--- src/rtl/rv_mem_pkg.sv ---
// Shared definitions for the unified memory arbiter slice.
// Contents:
//   - default word-address width and fetch starvation limit
//   - RV32I load/store size codes (funct3)
//   - arbiter FSM state encoding
//   - helper that classifies a data access as misaligned or illegal
package rv_mem_pkg;

    localparam int ADDR_W_DEFAULT       = 30;
    localparam int STARVE_LIMIT_DEFAULT = 2;

    localparam logic [2:0] F3_B  = 3'b000;
    localparam logic [2:0] F3_H  = 3'b001;
    localparam logic [2:0] F3_W  = 3'b010;
    localparam logic [2:0] F3_BU = 3'b100;
    localparam logic [2:0] F3_HU = 3'b101;

    typedef enum logic [1:0] {
        ST_IDLE   = 2'b00,
        ST_IF_RSP = 2'b01,
        ST_D_RSP  = 2'b10
    } arb_state_e;

    // Unsigned sizes have no store form, so BU/HU stores are treated as illegal.
    function automatic logic data_access_err(input logic       we,
                                             input logic [2:0] funct3,
                                             input logic [1:0] lo);
        logic err;
        case (funct3)
            F3_B:    err = 1'b0;
            F3_H:    err = lo[0];
            F3_W:    err = (lo != 2'b00);
            F3_BU:   err = we;
            F3_HU:   err = we | lo[0];
            default: err = 1'b1;
        endcase
        return err;
    endfunction

endpackage

--- src/rtl/lsu_align.sv ---
// Combinational lane steering for the data port.
// Request side (grant cycle):
//   req_we, req_funct3, req_lo, req_wdata -> req_be, req_wdata_lanes, req_err
// Response side (response cycle, using values latched at grant):
//   rsp_funct3, rsp_lo, rsp_word -> rsp_data (selected and extended load data)
module lsu_align
    import rv_mem_pkg::*;
(
    input  logic        req_we,
    input  logic [2:0]  req_funct3,
    input  logic [1:0]  req_lo,
    input  logic [31:0] req_wdata,
    output logic [3:0]  req_be,
    output logic [31:0] req_wdata_lanes,
    output logic        req_err,
    input  logic [2:0]  rsp_funct3,
    input  logic [1:0]  rsp_lo,
    input  logic [31:0] rsp_word,
    output logic [31:0] rsp_data
);

    logic [31:0] rsp_shifted_s;

    // Byte enables and lane replication for the access being granted.
    always_comb begin
        req_err         = data_access_err(req_we, req_funct3, req_lo);
        req_be          = 4'b1111;
        req_wdata_lanes = req_wdata;
        if (req_we) begin
            case (req_funct3)
                F3_B: begin
                    req_be          = 4'b0001 << req_lo;
                    req_wdata_lanes = {4{req_wdata[7:0]}};
                end
                F3_H: begin
                    req_be          = 4'b0011 << req_lo;
                    req_wdata_lanes = {2{req_wdata[15:0]}};
                end
                default: begin
                    req_be          = 4'b1111;
                    req_wdata_lanes = req_wdata;
                end
            endcase
        end else begin
            req_be          = 4'b1111;
            req_wdata_lanes = req_wdata;
        end
    end

    // Move the addressed byte/half to bit 0, then sign- or zero-extend it.
    always_comb begin
        rsp_shifted_s = rsp_word >> {rsp_lo, 3'b000};
        case (rsp_funct3)
            F3_B:    rsp_data = {{24{rsp_shifted_s[7]}}, rsp_shifted_s[7:0]};
            F3_H:    rsp_data = {{16{rsp_shifted_s[15]}}, rsp_shifted_s[15:0]};
            F3_BU:   rsp_data = {24'h000000, rsp_shifted_s[7:0]};
            F3_HU:   rsp_data = {16'h0000, rsp_shifted_s[15:0]};
            default: rsp_data = rsp_word;
        endcase
    end

endmodule

--- src/rtl/unified_mem_arbiter.sv ---
// Arbitrates an instruction-fetch port and a data load/store port onto one
// single-ported word memory with a one-cycle read latency.
// Ports:
//   clk, rst                      clock, asynchronous active-high reset
//   if_req/if_addr                fetch request (held until if_valid)
//   if_valid/if_rdata/if_err      fetch response pulse, word, misalign flag
//   d_req/d_we/d_funct3/d_addr/d_wdata   data request (held until d_valid)
//   d_valid/d_rdata/d_err         data response pulse, extended load, error
//   mem_en/mem_we/mem_be/mem_addr/mem_wdata/mem_rdata   shared memory port
// Data has priority unless fetch has lost STARVE_LIMIT eligible arbitrations
// in a row. A port whose response is returning this cycle cannot be granted,
// so two active requesters alternate at one access per cycle.
module unified_mem_arbiter
    import rv_mem_pkg::*;
#(
    parameter int ADDR_W       = ADDR_W_DEFAULT,
    parameter int STARVE_LIMIT = STARVE_LIMIT_DEFAULT
) (
    input  logic              clk,
    input  logic              rst,
    input  logic              if_req,
    input  logic [31:0]       if_addr,
    output logic              if_valid,
    output logic [31:0]       if_rdata,
    output logic              if_err,
    input  logic              d_req,
    input  logic              d_we,
    input  logic [2:0]        d_funct3,
    input  logic [31:0]       d_addr,
    input  logic [31:0]       d_wdata,
    output logic              d_valid,
    output logic [31:0]       d_rdata,
    output logic              d_err,
    output logic              mem_en,
    output logic              mem_we,
    output logic [3:0]        mem_be,
    output logic [ADDR_W-1:0] mem_addr,
    output logic [31:0]       mem_wdata,
    input  logic [31:0]       mem_rdata
);

    localparam int CNT_W = (STARVE_LIMIT < 1) ? 1 : $clog2(STARVE_LIMIT + 1);
    localparam logic [CNT_W-1:0] LIMIT_C = CNT_W'(STARVE_LIMIT);

    arb_state_e       state_r;
    arb_state_e       state_next_s;
    logic [CNT_W-1:0] starve_r;
    logic             f_elig_s;
    logic             d_elig_s;
    logic             grant_f_s;
    logic             grant_d_s;
    logic             f_err_s;

    // Response-cycle context captured at grant.
    logic             rsp_err_r;
    logic             rsp_we_r;
    logic [2:0]       rsp_f3_r;
    logic [1:0]       rsp_lo_r;

    logic [3:0]       lsu_be_s;
    logic [31:0]      lsu_wdata_s;
    logic             lsu_err_s;
    logic [31:0]      lsu_rdata_s;

    lsu_align u_lsu_align (
        .req_we          (d_we),
        .req_funct3      (d_funct3),
        .req_lo          (d_addr[1:0]),
        .req_wdata       (d_wdata),
        .req_be          (lsu_be_s),
        .req_wdata_lanes (lsu_wdata_s),
        .req_err         (lsu_err_s),
        .rsp_funct3      (rsp_f3_r),
        .rsp_lo          (rsp_lo_r),
        .rsp_word        (mem_rdata),
        .rsp_data        (lsu_rdata_s)
    );

    // FSM state register; the state records which port was granted last cycle.
    always_ff @(posedge clk or posedge rst) begin
        if (rst) begin
            state_r <= ST_IDLE;
        end else begin
            state_r <= state_next_s;
        end
    end

    // Arbitration and next state; rst gates grants so the bus is quiet during reset.
    always_comb begin
        f_elig_s  = if_req & ~rst & (state_r != ST_IF_RSP);
        d_elig_s  = d_req  & ~rst & (state_r != ST_D_RSP);
        grant_f_s = 1'b0;
        grant_d_s = 1'b0;
        if (d_elig_s && !(f_elig_s && (starve_r == LIMIT_C))) begin
            grant_d_s = 1'b1;
        end else if (f_elig_s) begin
            grant_f_s = 1'b1;
        end else begin
            grant_f_s = 1'b0;
            grant_d_s = 1'b0;
        end
        if (grant_d_s) begin
            state_next_s = ST_D_RSP;
        end else if (grant_f_s) begin
            state_next_s = ST_IF_RSP;
        end else begin
            state_next_s = ST_IDLE;
        end
    end

    // Memory strobes in the grant cycle and response data in the response cycle.
    always_comb begin
        f_err_s   = (if_addr[1:0] != 2'b00);
        mem_en    = 1'b0;
        mem_we    = 1'b0;
        mem_be    = 4'b0000;
        mem_addr  = {ADDR_W{1'b0}};
        mem_wdata = 32'h0000_0000;
        if (grant_d_s) begin
            mem_addr = d_addr[ADDR_W+1:2];
            if (!lsu_err_s) begin
                mem_en    = 1'b1;
                mem_we    = d_we;
                mem_be    = lsu_be_s;
                mem_wdata = d_we ? lsu_wdata_s : 32'h0000_0000;
            end else begin
                mem_en = 1'b0;
            end
        end else if (grant_f_s) begin
            mem_addr = if_addr[ADDR_W+1:2];
            if (!f_err_s) begin
                mem_en = 1'b1;
                mem_be = 4'b1111;
            end else begin
                mem_en = 1'b0;
            end
        end else begin
            mem_en = 1'b0;
        end

        if_valid = (state_r == ST_IF_RSP);
        if_err   = if_valid & rsp_err_r;
        if_rdata = (if_valid && !rsp_err_r) ? mem_rdata : 32'h0000_0000;
        d_valid  = (state_r == ST_D_RSP);
        d_err    = d_valid & rsp_err_r;
        d_rdata  = (d_valid && !rsp_err_r && !rsp_we_r) ? lsu_rdata_s : 32'h0000_0000;
    end

    // Fetch starvation count: cleared by a fetch grant, bumped when fetch loses.
    always_ff @(posedge clk or posedge rst) begin
        if (rst) begin
            starve_r <= {CNT_W{1'b0}};
        end else if (grant_f_s) begin
            starve_r <= {CNT_W{1'b0}};
        end else if (grant_d_s && f_elig_s && (starve_r != LIMIT_C)) begin
            starve_r <= starve_r + CNT_W'(1);
        end else begin
            starve_r <= starve_r;
        end
    end

    // Capture size, offset and error at grant for use in the response cycle.
    always_ff @(posedge clk or posedge rst) begin
        if (rst) begin
            rsp_err_r <= 1'b0;
            rsp_we_r  <= 1'b0;
            rsp_f3_r  <= F3_W;
            rsp_lo_r  <= 2'b00;
        end else if (grant_d_s) begin
            rsp_err_r <= lsu_err_s;
            rsp_we_r  <= d_we;
            rsp_f3_r  <= d_funct3;
            rsp_lo_r  <= d_addr[1:0];
        end else if (grant_f_s) begin
            rsp_err_r <= f_err_s;
            rsp_we_r  <= 1'b0;
            rsp_f3_r  <= F3_W;
            rsp_lo_r  <= if_addr[1:0];
        end else begin
            rsp_err_r <= rsp_err_r;
            rsp_we_r  <= rsp_we_r;
            rsp_f3_r  <= rsp_f3_r;
            rsp_lo_r  <= rsp_lo_r;
        end
    end

endmodule

--- config.mk ---
export PLATFORM = sky130hd
export DESIGN_NAME = unified_mem_arbiter
export DESIGN_NICKNAME = d
export VERILOG_FILES = /design/src/rtl/rv_mem_pkg.sv /design/src/rtl/lsu_align.sv /design/src/rtl/unified_mem_arbiter.sv
export SDC_FILE = /design/constraint.sdc
export NUM_CORES = 1
export LEC_CHECK = 0
export ABC_CLOCK_PERIOD_IN_PS = 2000
export BUFFER_PORTS_ARGS = -buffer_cell sky130_fd_sc_hd__buf_2
export CAP_MARGIN = 30
export CORE_AREA = 2 2 104 106
export DETAILED_ROUTE_END_ITERATION = 16
export DIE_AREA = 0 0 106 108
export PLACE_DENSITY_LB_ADDON = 0.05
export SLEW_MARGIN = 20
export SYNTH_ARGS = -nofsm -noshare
export SYNTH_HDL_FRONTEND = slang
export SYNTH_SLANG_ARGS = --single-unit
export TNS_END_PERCENT = 20
--- constraint.sdc ---
create_clock -name clk -period 2 [get_ports clk]
set_clock_uncertainty 0.05 [all_clocks]
set_input_delay 0.1 -clock clk [delete_from_list [all_inputs] [get_ports clk]]
set_output_delay 0.1 -clock clk [all_outputs]
set_load 0.05 [all_outputs]
* Yosys cells after proc, flatten, opt, wreduce, memory -nomap -nowiden
Index checks and enable logic that the tools add are counted.
Storage, ports and cells: register bits after elaboration 11, input port bits 136, output and inout bits 136
Cells by class: $add $sub $neg 1, eq/ne operators 13, shift-type cells 3, mux-type cells 37, bitwise gates (word level) 8, reduce and logical (&&, ||, !) cells 16
Operators with widths (number):
- two-way mux 32 bit | 5
- one-hot mux 32 bit (4 select lines) | 1
- one-hot mux 32 bit (2 select lines) | 1
- two-way mux 30 bit | 2
- right shift 32 x 5 -> 16 bit | 1
- two-way mux 4 bit | 5
- two-way mux 1 bit | 14
- equality test 3 bit, second input constant | 4
- two-way mux 2 bit | 5
- one-hot mux 4 bit (2 select lines) | 1
- nonzero test 2 bit | 4
- logical AND 1 bit | 7
- bitwise AND 1 bit | 6
- equality test 3 x 1 -> 1 bit, second input constant | 2
- logical NOT 3 bit | 2
- two-way mux 3 bit | 2
- one-hot mux 1 bit (5 select lines) | 1
- equality test 2 bit, second input constant | 2
- inequality test 2 bit, second input constant | 2
- << shifter 1 x 2 -> 4 bit, first input constant | 1
- << shifter 2 x 2 -> 4 bit, first input constant | 1
- equality test 3 x 2 -> 1 bit, second input constant | 1
- logical NOT 1 bit | 3
- adder 2 x 1 -> 2 bit, second input constant | 1
- other kinds (4) | 4

* Longest topological paths before layout
depth after elaboration 11, depth in mapped cells 9

* Modules after synthesis
Synthesis repeated with hierarchy kept, for this count alone.
Second synthesis, totals: cell total of the unflattened synthesis 373, area, all modules 2716.4 µm²
Modules (own cells, without submodules):
- unified_mem_arbiter | instances 1, cells each 207, area an instance 1560.2 µm², sequential area each 276.5 µm²
- lsu_align | instances 1, cells each 166, area an instance 1156.1 µm², sequential area each 0.0 µm²

* Worst setup path after synthesis
OpenSTA, ideal clock, no wires.
kind reg-to-output, from register state_r[1], to output mem_wdata[26], arrival 2.772 ns, data required time 1.850 ns, path slack -0.922 ns, cell stages (with the launch flop) 7, path buffers 1, cell sequence dfrtp_1 or2b_2 inv_1 a21o_2 nand4_1 buf_2 a211oi_1
On the way: longest elaborated chain between the ends 7, elaborated cells on any way between the ends 9
Ends and longest elaborated chain:
- start, declared | line unified_mem_arbiter.sv:45 | arb_state_e state_r;
- start signal, assigned | line unified_mem_arbiter.sv:84 | state_r <= state_next_s;
- inequality test 2 x 1 -> 1 bit | line unified_mem_arbiter.sv:90 | f_elig_s = if_req & ~rst & (state_r != ST_IF_RSP);
- bitwise AND 1 bit | line unified_mem_arbiter.sv:90
- logical AND 1 bit | line unified_mem_arbiter.sv:94 | if (d_elig_s && !(f_elig_s && (starve_r == LIMIT_C))) begin
- logical NOT 1 bit | line unified_mem_arbiter.sv:94
- logical AND 1 bit (*) | line unified_mem_arbiter.sv:94
- two-way mux 1 bit (*) | line unified_mem_arbiter.sv:94
- two-way mux 32 bit (*) | line unified_mem_arbiter.sv:119 | if (grant_d_s) begin
- end, declared | line unified_mem_arbiter.sv:38 | output logic [31:0] mem_wdata,
Mark *: on every way between the ends. The rest lies on a longest branch, timed or not.

* Worst setup path in the final report
from register state_r[1], to output mem_wdata[25]
Same word-level chain as after synthesis.

==> flow_metrics.env <==
export IMPL_grt_max_degree=36
export IMPL_clock_power_share_pct=11.1
export IMPL_hp_class="primary input to register"
export IMPL_dieWidth_um=106
export IMPL_powerDensity_mw_per_mm2=347.0
export IMPL_worst_path_max_delay_cell="dfrtp_1"
export IMPL_swShare_pct=53.11
export IMPL_slew_headroom_pct=73.79
export IMPL_synth_top_family_by_area="simple AND/OR/NAND/NOR gates"
export IMPL_yosys_warnings=0
export IMPL_fmax_mhz=466.1
export IMPL_synthTopCellsByArea="o21ai_0 11%, dfrtp_1 9.5%, nand2_1 9.0%, and2_1 8.3%, mux2i_1 7.6%"
export IMPL_critPathMaxStageDelay_ps=400
export IMPL_cp_common_cell="buf_12"
export IMPL_finalCritPeriodShare_pct=107.3
export IMPL_failed_checks="negative setup slack"
export IMPL_num_fill_cells=956
export IMPL_fp_dieH_um=108
export IMPL_netlist_area_mm2=0.002624
export IMPL_synth_xor_xnor_area_share_pct=0
export IMPL_p_seq_share_pct=14.4
export IMPL_status="finished with violations"
export IMPL_ff2ff_path_depth=6
export IMPL_setup_tns_ps=-6008
export IMPL_synth_ff_type="dfrtp_1"
export IMPL_cts_made_buffers=3
export IMPL_synth_cell_types=45
export IMPL_cp_max_fo=11
export IMPL_io_buffers=271
export IMPL_final_hold_viol_count=0
export IMPL_finalMaxSlewViolations=0
export IMPL_grt_pass1_vias=4123
export IMPL_setup_viol=77
export IMPL_root_buffer="clkbuf_8"
export IMPL_dieArea_mm2=0.01145
export IMPL_max_cap_violations=0
export IMPL_drt_first_pass_iters=5
export IMPL_ys_async_sr_fraction_pct=100.0
export IMPL_grt_util_all_layers_pct=21.06
export IMPL_period_minus_slack_ps=2146
export IMPL_combPwrFrac_pct=74.5
export IMPL_r2r_start="state_r[0]$_DFF_PP0_"
export IMPL_postSynthAreaPerCell_um2=6.088
export IMPL_nNetsFinal=843
export IMPL_worst_pin_slew_ps=388.0
export IMPL_ys_ff_latch=11
export IMPL_antenna_found_initial=0
export IMPL_required_ps=1850
export IMPL_reg2reg_to="rsp_err_r$_DFFE_PP0P_"
export IMPL_row_count=37
export IMPL_synthAdderAreaFrac_pct=0.4769
export IMPL_synthMuxAreaShare_pct=8.488
export IMPL_syn_num_nets=568
export IMPL_worst_slack_ps=-145.5
export IMPL_path_cells="or2b_4 > clkinvlp_4 > a21o_4 > nand4_1 > buf_12 > buf_12 > a211oi_2 > buf_6"
export IMPL_hold_path_startpoint="d_funct3[2]"
export IMPL_drtIter0Drc=186
export IMPL_p_leak_nw=2.771
export IMPL_criticalPathCategory="register to primary output"
export IMPL_end_kind="primary output"
export IMPL_synth_top_area_cell="o21ai_0"
export IMPL_clk_pin_slew_ps=50
export IMPL_synth_compound_area_share_pct=33.19
export IMPL_p_switching_mw=1.060
export IMPL_ys_top_cells_by_count="63 x nand2_1, 56 x o21ai_0, 44 x nor2_1"
export IMPL_diodes=0
export IMPL_drcViolationCount=0
export IMPL_rsz0062_at_grt="yes"
export IMPL_synth_most_common_cell="nand2_1"
export IMPL_r2r_slack_ps=270
export IMPL_pre_cts_ws_ps=25.76
export IMPL_p_int_mw=0.9360
export IMPL_synth_edff_count=0
export IMPL_drtAntennaViolNets=0
export IMPL_gp_congestion=0.8948
export IMPL_boundaryPins=272
export IMPL_cts_tree="built"
export IMPL_critical_path_arrival_ps=2000
export IMPL_htreeDepth=1
export IMPL_area_growth_pct=119.3
export IMPL_start_kind="register"
export IMPL_postRouteWirelength_um=13480
export IMPL_vdd_drop_max_v=0.0001708
export IMPL_syn_inst=431
export IMPL_drive_above_1_share_pct=62.41
export IMPL_routed_via_density=4.990
export IMPL_clk_latency_ps=240
export IMPL_grt_ovfl_total=0
export IMPL_yosysSeqAreaShare_pct=10.54
export IMPL_synth_top_area_share_pct=10.68
export IMPL_clock_path_buffers=2
export IMPL_grt_pass1_wl_um=19940
export IMPL_initial_core_util_pct=25.65
export IMPL_place_hpwl_um=10530
export IMPL_avgRoutedWirePerCell_um=16.03
export IMPL_min_path_cells=3
export IMPL_cts_sinks=11
export IMPL_yosys_area_share_simple_pct=36.86
export IMPL_core_area_mm2=0.01023
export IMPL_vias=4197
export IMPL_worstHoldEndpoint="rsp_f3_r[2]$_DFFE_PP0P_"
cells by family after synthesis:
logic type / after synthesis
compound gates: 131
fa+ha+maj: 1
buf+inv: 63
flops: 11
mux: 22
simple gates: 203
final cells by class:
class                      instances  area (µm²)  share of cell area [%]
multi-input combinational        357        2819                   49.00
timing repair buffer             311        2351                   40.87
sequential                        11       277.8                   4.828
tap                              136       170.2                   2.958
inverter                          22       90.09                   1.566
clock buffer                       4       45.04                  0.7829
worst max-delay path by stage:
| stage | startpoint | to | slack [ps] | cells past startpoint |
|---|---|---|---|---|
| after floorplan | rsp_lo_r[0]$_DFFE_PP0P_ | d_rdata[10] | -200 | 6 |
| after global placement | state_r[1]$_DFF_PP0_ | mem_wdata[28] | 40 | 8 |
| after detailed placement | state_r[1]$_DFF_PP0_ | mem_wdata[28] | 30 | 8 |
| after CTS | state_r[1]$_DFF_PP0_ | mem_wdata[31] | -170 | 8 |
| after global routing | state_r[1]$_DFF_PP0_ | mem_addr[7] | -230 | 7 |
| final | state_r[1]$_DFF_PP0_ | mem_wdata[25] | -150 | 8 |
sequential cells by signal (all words and copies together) (netlist names):
| signal | flops |
|---|---|
| rsp_err_r | 1 |
| rsp_f3_r | 3 |
| rsp_lo_r | 2 |
| rsp_we_r | 1 |
| starve_r | 2 |
| state_r | 2 |
layer usage:
layer  global-route usage, %  routed length [µm]
met1                   23.12                5098
met2                   41.84                7240
met3                   3.556                 915
met4                   5.075                 229
met5                       0                   0
placed cells by master, fill, tap and decap left out, drive strengths merged, types with 3 or more instances in the layout:
master	n
and2	35
a21o	17
dfrtp	10
clkbuf	30
nor3	9
nand3	38
a211oi	8
o221a	7
buf	284
nand2	63
inv	20
mux2i	20
a21oi	25
nor2	44
and2b	3
o21ai	56
a221oi	8
power by group through the flow:
stage | Combinational (mW) | Clock [mW] | Sequential [mW]
after floorplan | 0.960 | 0 | 0.275
after global placement | 1.36 | 0 | 0.288
after detailed placement | 1.37 | 0 | 0.288
after CTS | 1.46 | 0.227 | 0.287
after global routing | 1.58 | 0.237 | 0.294
final | 1.49 | 0.222 | 0.288
repair_timing:
| action | CTS | global route |
|---|---|---|
| resized for setup | 150 | 51 |
| gates cloned | 0 | 1 |
| hold endpoints to repair | 10 | 0 |
| pin swaps | 5 | 2 |
| hold buffers | 1 | 0 |
| setup buffers | 0 | 2 |
| endpoints found under the setup margin | 93 | 123 |
worst max-delay path, delay by kind of cell, from the launching register on:
kind,cells,cell delay [ps]
DFF,1,400
AOI/OAI and AO/OA,2,300
buffers and inverters,4,620
and+or+nand+nor,2,420
stage by stage:
step / power (mW) / area [µm²] / std cells / hold WS, ps / util (%)
finish: 1.996 / 5753 / 841 / 117.2 / 56.23
global placement: 1.653 / 5019 / 833 / 107.4 / 49.05
CTS: 1.974 / 5567 / 838 / 115.2 / 54.41
floorplan: 1.235 / 3363 / 431 / -84.67 / -
detailed placement: 1.661 / 5019 / 833 / 118.0 / 49.05
global route: 2.111 / 5753 / 841 / 153.9 / 56.23
Power figures use the tool's default switching activity.
